$ cat src/rtl/control_unit_fsm_if.sv
// Control-word interface between the LEGv8 control unit (master) and the datapath (slave).
// Widths default to the fixed 30-bit control word and 64-bit constant.
interface control_unit_fsm_if #(
  parameter int CW_W   = 30,
  parameter int DATA_W = 64
);
  logic [31:0]       instruction;
  logic [4:0]        status;
  logic [CW_W-1:0]   control_word;
  logic [DATA_W-1:0] constant;
  logic              halted;
  logic [1:0]        state_dbg;

  // No valid/ready pair: control_word and constant are valid every cycle, the datapath
  // consumes them unconditionally, and there is no backpressure toward the control unit.
  modport master (
    input  instruction, status,
    output control_word, constant, halted, state_dbg
  );

  modport slave (
    output instruction, status,
    input  control_word, constant, halted, state_dbg
  );
endinterface

$ cat src/rtl/control_unit_fsm.sv
// Multi-cycle LEGv8 control unit: FETCH / EXECUTE / MEM / HALT, decodes IR into the control word.
// Optional B.cond decode is enabled by defining CU_BCOND_EN.
module control_unit_fsm #(
  parameter int CW_W   = 30,
  parameter int DATA_W = 64
) (
  input  logic                clock,
  input  logic                reset,
  control_unit_fsm_if.master  cu
);

  typedef enum logic [1:0] {S_FETCH = 2'd0, S_EXEC = 2'd1, S_MEM = 2'd2, S_HALT = 2'd3} state_t;
  typedef enum logic [3:0] {
    K_NONE, K_RTYPE, K_ITYPE, K_STUR, K_LDUR, K_B, K_BL, K_BR, K_CBZ, K_CBNZ, K_BCOND
  } kind_t;

  state_t      state_q, state_d;
  logic [31:0] ir_q, ir_d;
  kind_t       kind;
  logic [4:0]  alu_fs;
  logic        alu_sl;
  logic        bcond_taken;

  logic [4:0] rd, rn, rm;
  assign rd = ir_q[4:0];
  assign rn = ir_q[9:5];
  assign rm = ir_q[20:16];

  logic [DATA_W-1:0] imm12_z, imm9_s, imm19_s, imm26_s;
  assign imm12_z = {{(DATA_W-12){1'b0}}, ir_q[21:10]};
  assign imm9_s  = {{(DATA_W-9){ir_q[20]}}, ir_q[20:12]};
  assign imm19_s = {{(DATA_W-19){ir_q[23]}}, ir_q[23:5]};
  assign imm26_s = {{(DATA_W-26){ir_q[25]}}, ir_q[25:0]};

  // Longest prefix first: 11-bit opcodes, then 10, 8 and 6 bits.
  always_comb begin
    kind   = K_NONE;
    alu_fs = 5'b00000;
    alu_sl = 1'b0;
    case (ir_q[31:21])
      11'b10001011000: begin kind = K_RTYPE; alu_fs = 5'b01000; end
      11'b11001011000: begin kind = K_RTYPE; alu_fs = 5'b01001; end
      11'b10001010000: begin kind = K_RTYPE; alu_fs = 5'b00000; end
      11'b10101010000: begin kind = K_RTYPE; alu_fs = 5'b00100; end
      11'b11001010000: begin kind = K_RTYPE; alu_fs = 5'b01100; end
      11'b10101011000: begin kind = K_RTYPE; alu_fs = 5'b01000; alu_sl = 1'b1; end
      11'b11101011000: begin kind = K_RTYPE; alu_fs = 5'b01001; alu_sl = 1'b1; end
      11'b11111000000: kind = K_STUR;
      11'b11111000010: kind = K_LDUR;
      11'b11010110000: kind = K_BR;
      default: begin
        if (ir_q[31:22] == 10'b1001000100) begin
          kind = K_ITYPE; alu_fs = 5'b01000;
        end else if (ir_q[31:22] == 10'b1101000100) begin
          kind = K_ITYPE; alu_fs = 5'b01001;
        end else if (ir_q[31:24] == 8'b10110100) begin
          kind = K_CBZ;
        end else if (ir_q[31:24] == 8'b10110101) begin
          kind = K_CBNZ;
`ifdef CU_BCOND_EN
        end else if (ir_q[31:24] == 8'b01010100 && !ir_q[4]) begin
          kind = K_BCOND;
`endif
        end else if (ir_q[31:26] == 6'b000101) begin
          kind = K_B;
        end else if (ir_q[31:26] == 6'b100101) begin
          kind = K_BL;
        end
      end
    endcase
  end

`ifdef CU_BCOND_EN
  logic cond_base;
  // cond[3:1] picks the test, cond[0] inverts it, except 1111 which is always taken.
  always_comb begin
    case (ir_q[3:1])
      3'b000:  cond_base = cu.status[1];
      3'b001:  cond_base = cu.status[3];
      3'b010:  cond_base = cu.status[2];
      3'b011:  cond_base = cu.status[4];
      3'b100:  cond_base = cu.status[3] & ~cu.status[1];
      3'b101:  cond_base = (cu.status[2] == cu.status[4]);
      3'b110:  cond_base = ~cu.status[1] & (cu.status[2] == cu.status[4]);
      default: cond_base = 1'b1;
    endcase
    bcond_taken = (ir_q[3:0] == 4'b1111) ? 1'b1 : (cond_base ^ ir_q[0]);
  end
`else
  logic unused_flags;
  assign unused_flags = ^cu.status[4:1];
  assign bcond_taken  = 1'b0;
`endif

  always_ff @(posedge clock) begin
    if (reset) begin
      state_q <= S_FETCH;
      ir_q    <= '0;
    end else begin
      state_q <= state_d;
      ir_q    <= ir_d;
    end
  end

  always_comb begin
    state_d = state_q;
    ir_d    = ir_q;
    case (state_q)
      S_FETCH: begin
        ir_d    = cu.instruction;
        state_d = S_EXEC;
      end
      S_EXEC: begin
        if (kind == K_NONE)      state_d = S_HALT;
        else if (kind == K_LDUR) state_d = S_MEM;
        else                     state_d = S_FETCH;
      end
      S_MEM:   state_d = S_FETCH;
      default: state_d = S_HALT;
    endcase
  end

  logic              en_pc, en_mem, en_alu, pc_sel, b_sel, sl, wm, wr;
  logic [1:0]        ps;
  logic [4:0]        fs, sb, sa, da;
  logic [DATA_W-1:0] const_v;

  always_comb begin
    en_pc = 1'b0; en_mem = 1'b0; en_alu = 1'b0; pc_sel = 1'b0;
    b_sel = 1'b0; sl = 1'b0; wm = 1'b0; wr = 1'b0;
    ps = 2'b00; fs = 5'b0; sb = 5'b0; sa = 5'b0; da = 5'b0;
    const_v = '0;
    if (state_q == S_EXEC) begin
      case (kind)
        K_RTYPE: begin
          sa = rn; sb = rm; da = rd; en_alu = 1'b1; wr = 1'b1; ps = 2'b01;
          fs = alu_fs; sl = alu_sl;
        end
        K_ITYPE: begin
          const_v = imm12_z; b_sel = 1'b1; sa = rn; da = rd;
          en_alu = 1'b1; wr = 1'b1; ps = 2'b01; fs = alu_fs;
        end
        K_STUR: begin
          const_v = imm9_s; sa = rn; sb = rd; b_sel = 1'b1; fs = 5'b01000;
          wm = 1'b1; ps = 2'b01;
        end
        K_LDUR: begin
          const_v = imm9_s; sa = rn; b_sel = 1'b1; fs = 5'b01000;
        end
        K_B: begin
          const_v = imm26_s; pc_sel = 1'b1; ps = 2'b11;
        end
        K_BL: begin
          const_v = imm26_s; pc_sel = 1'b1; ps = 2'b11;
          en_pc = 1'b1; wr = 1'b1; da = 5'd30;
        end
        K_BR: begin
          sa = rn; ps = 2'b10;
        end
        K_CBZ, K_CBNZ: begin
          const_v = imm19_s; sa = 5'd31; sb = rd; fs = 5'b00100; pc_sel = 1'b1;
          ps = (cu.status[0] == (kind == K_CBZ)) ? 2'b11 : 2'b01;
        end
        K_BCOND: begin
          const_v = imm19_s; pc_sel = 1'b1;
          ps = bcond_taken ? 2'b11 : 2'b01;
        end
        default: ;
      endcase
    end else if (state_q == S_MEM) begin
      const_v = imm9_s; sa = rn; b_sel = 1'b1; fs = 5'b01000;
      en_mem = 1'b1; wr = 1'b1; da = rd; ps = 2'b01;
    end
  end

  // Reset suppresses every enable so an interrupted LDUR never writes back.
  assign cu.control_word = reset ? '0 :
    {en_pc, en_mem, en_alu, pc_sel, b_sel, sl, wm, wr, ps, fs, sb, sa, da};
  assign cu.constant  = const_v;
  assign cu.halted    = (state_q == S_HALT);
  assign cu.state_dbg = state_q;

endmodule

$ cat src/flat_wrapper.sv
// flat-port wrapper written by rule: the top's interface ports become plain ports
module control_unit_fsm_flat 
#(
  parameter int CW_W   = 30,
  parameter int DATA_W = 64
)
  (clock, reset, cu_instruction, cu_status, cu_control_word, cu_constant, cu_halted, cu_state_dbg);
  control_unit_fsm_if #(.CW_W(CW_W), .DATA_W(DATA_W)) cu_i ();
  input  logic clock;
  input  logic reset;
  input wire logic [$bits(cu_i.instruction)-1:0] cu_instruction;
  input wire logic [$bits(cu_i.status)-1:0] cu_status;
  output wire logic [$bits(cu_i.control_word)-1:0] cu_control_word;
  output wire logic [$bits(cu_i.constant)-1:0] cu_constant;
  output wire logic [$bits(cu_i.halted)-1:0] cu_halted;
  output wire logic [$bits(cu_i.state_dbg)-1:0] cu_state_dbg;
  assign cu_i.instruction = cu_instruction;
  assign cu_i.status = cu_status;
  assign cu_control_word = cu_i.control_word;
  assign cu_constant = cu_i.constant;
  assign cu_halted = cu_i.halted;
  assign cu_state_dbg = cu_i.state_dbg;
  control_unit_fsm #(.CW_W(CW_W), .DATA_W(DATA_W)) u_core (.clock(clock), .reset(reset), .cu(cu_i));
endmodule
$ cat config.mk
export PLATFORM = sky130hd
export DESIGN_NAME = control_unit_fsm_flat
export DESIGN_NICKNAME = d
export VERILOG_FILES = /design/src/rtl/control_unit_fsm_if.sv /design/src/rtl/control_unit_fsm.sv /design/src/flat_wrapper.sv
export SDC_FILE = /design/constraint.sdc
export NUM_CORES = 1
export LEC_CHECK = 0
export ABC_AREA = 1
export CORE_MARGIN = 2
export CORE_UTILIZATION = 45
export DETAILED_ROUTE_END_ITERATION = 10
export HOLD_SLACK_MARGIN = 0.05
export PLACE_DENSITY = 0.86
export SETUP_SLACK_MARGIN = 0.2
export SLEW_MARGIN = 25
export SYNTH_ARGS = -nofsm -noshare
export SYNTH_HDL_FRONTEND = slang
export SYNTH_SLANG_ARGS = --single-unit
$ cat constraint.sdc
create_clock -name clock -period 8 [get_ports clock]
set_input_delay 1.6 -clock clock [delete_from_list [all_inputs] [get_ports clock]]
set_output_delay 1.6 -clock clock [all_outputs]
set_load 0.03 [all_outputs]
==> results.toml <==
[die]
initial_utilization_pct = 46.2
die_area_um2 = 7110
pin_count = 136
die_y_um = 84.3
core_area_um2 = 6280
num_rows = 29
dieWidth_um = 84.3

[logic_synthesis]
synth_area_leaders = "dfxtp_1, o21ai_0, buf_4, a21oi_1, nand2_1"
syn_avg_cell_area_um2 = 6.51
synth_adder_area_share_pct = 0
synth-xor-area-share_pct = 0
synth_simple_gate_area_share_pct = 27.6
synthDistinctLibCells = 37
synthArstFlopShare_pct = 0
synth_top_area_share_pct = 23.5
yosysTopAreaCell = "dfxtp_1"
synth_edf_count = 0
synth_top_family_by_area = "compound AO/OA/AOI/OAI gates"
synth.mux.area_fraction_pct = 0
ys_seq_area_share_pct = 23.5
yosys_warnings = 0
syn_inst = 446
synth_flop_cell = "dfxtp_1"
synth_compound_area_share_pct = 28.1
syn_area_um2 = 2900
ys_ff_latch = 34

[finish]
drive_above_1_share_pct = 11.3
fillers = 600
diodes = 0
instances_no_fill = 600
mostFrequentLayoutCell = "clkdlybuf4s50_1"
mostFrequentLayoutCells = "clkdlybuf4s50_1, o21ai_0, nand2_1"
syn2layout_area_growth_pct = 37.4
fin_nets = 562

[grt]
grt-ovfl-total = 0
grt_pass1_wl_mm = 15.8
antenna_found_initial = 0
grt_use_total_pct = 27.6
grt_max_degree = 40
grt_pass1_vias = 3078

[timing]
relSlewSlack_pct = 46.9
setup-violations-final = 0
final.min_clock_period_ns = 5.46
clock_skew_ns = 0.00743
rsz0062_at_grt = "false"
hold_viol = 0
max_freq_ghz = 0.183
final-max-slew-violation-count = 0
worst_pin_slew_ns = 0.793
fin_crit_sh_pct = 68.2
setup_tns_ns = 0

[cts]
htreeDepth = 2
cts_tree = "yes"
cts-hold-fix-buffers = 0
cts.clk_slew.worst_paths_ns = 0.07
root_buffer = "clkbuf_8"
ctsResizeCount = 0
cts_setup_buffers = 0
clock-sinks = 34
cts.path.max_buffers = 2
cts_buffers = 5
insertion_delay_ns = 0.29

[worst_hold_path]
hold_class = "register to register"

[critical_path]
critPathMaxFanout = 33
worstReg2RegEnd = "u_core.ir_q[15]"
crit_required_ns = 6.40
worstRegToRegCells = 5
crit_type = "input port to output pin"
critPathArrivalTime_ns = 3.86
cp-start-kind = "input port"
critical_path.endpoint = "cu_control_word[0]"
reg2reg_slack_ns = 5.65
reg2reg_from = "u_core.cu.state_dbg[1]"
crit_start = "reset"
end_kind = "output pin"

[placed_design]
port_buffers = 129
placedCellCount = 593
dp_hpwl_mm = 7.27
routabilityCongestion = 0.905

[power]
p_per_area_nw_per_um2 = 132
seq_power_share_pct = 39.7
clkPwrFrac_pct = 24.3
power_mw = 0.524
p_leak_nw = 1.51
combinationalPowerShare_pct = 36.0
ir_drop_mv = 0.0778
power_switching_mw = 0.209
internal_power_mw = 0.315
swShare_pct = 39.9

[job]
max_cap_viol_count = 0

[routing]
vias_per_cell = 5.53
post_drt_wl_per_cell_um = 16.3
ant_nets = 0
num_vias = 3317
route.detailed.drc = 0
drt_iter0_drc = 271
finalWirelength_mm = 9.76
drt-pass1-iter-count = 5

[status]
status = "completed"
## final cells by class
type	count	area [um2]	area share, %
multi-input combinational	301	1640	41.0
timing repair buffer	131	1310	32.8
clock inverter	1	7.51	0.188
sequential	34	681	17.1
tap	77	96.3	2.42
clock buffer	6	72.6	1.82
inverter	50	188	4.71
## sequential cells by signal, indices dropped and copies added (netlist names)
name,count
u_core.cu.state_dbg,2
u_core.ir_q,32
## worst min path at each step
stage	from	to	slack (ns)	cells past startpoint
2_1_floorplan	u_core.ir_q[9]	u_core.ir_q[9]	0.45	2
3_3_place_gp	u_core.ir_q[26]	u_core.ir_q[26]	0.48	2
3_5_place_dp	u_core.ir_q[26]	u_core.ir_q[26]	0.49	2
4_1_cts	u_core.ir_q[26]	u_core.ir_q[26]	0.50	2
5_1_grt	u_core.ir_q[9]	u_core.ir_q[9]	0.54	2
6_report	u_core.ir_q[26]	u_core.ir_q[26]	0.50	2
## power groups by stage
stage	Combinational, mW	Sequential [mW]	Clock (mW)
after detailed placement	0.187	0.211	0
final	0.189	0.208	0.128
after global placement	0.184	0.211	0
after floorplan	0.125	0.207	0
after global routing	0.204	0.210	0.137
after CTS	0.187	0.207	0.130
## stage by stage
stage                     area [um2]  setup slack [ns]  util (%)  hold slack [ns]
after detailed placement        3910              2.55      62.2            0.493
after global placement          3900              2.54      62.1            0.482
final                           3990              2.54      63.5            0.501
after global routing            3990              2.34      63.5            0.535
after CTS                       3990              2.55      63.5            0.503
after floorplan                 2910              3.15         -            0.453
## routing by layer
| layer | share of wire (%) | up-vias | global-route usage (%) | wire, um |
|---|---|---|---|---|
| met5 | 0 | - | 0 | 0 |
| met4 | 2.2 | 0 | 10.6 | 218 |
| li1 | - | 1604 | - | - |
| met3 | 9.7 | 17 | 5.60 | 946 |
| met1 | 44 | 1481 | 38.3 | 4270 |
| met2 | 44 | 215 | 42.0 | 4320 |
## worst max-delay path, cell delays in order
cell	delay [ns]
clkdlybuf4s50_1	0.61
inv_1	0.68
nand2_1	0.10
a21oi_1	0.16
clkdlybuf4s50_1	0.70
## cells by family (layout without fill, tap and decap cells)
family | after synthesis | in the layout
buf+inv | 112 | 188
simple gates | 147 | 147
other cells | 1 | 2
compound gates | 152 | 152
flops | 34 | 34
## cells in the mapped netlist (all sizes together) (3+ instances only)
library cell  number
a211oi             4
a21oi             50
buf               48
clkbuf            14
dfxtp             34
inv               50
nand2             66
nand3             11
nand4             12
nor2              51
nor3               3
o21ai             78
o22ai             16
Power figures use the tool's default switching activity.
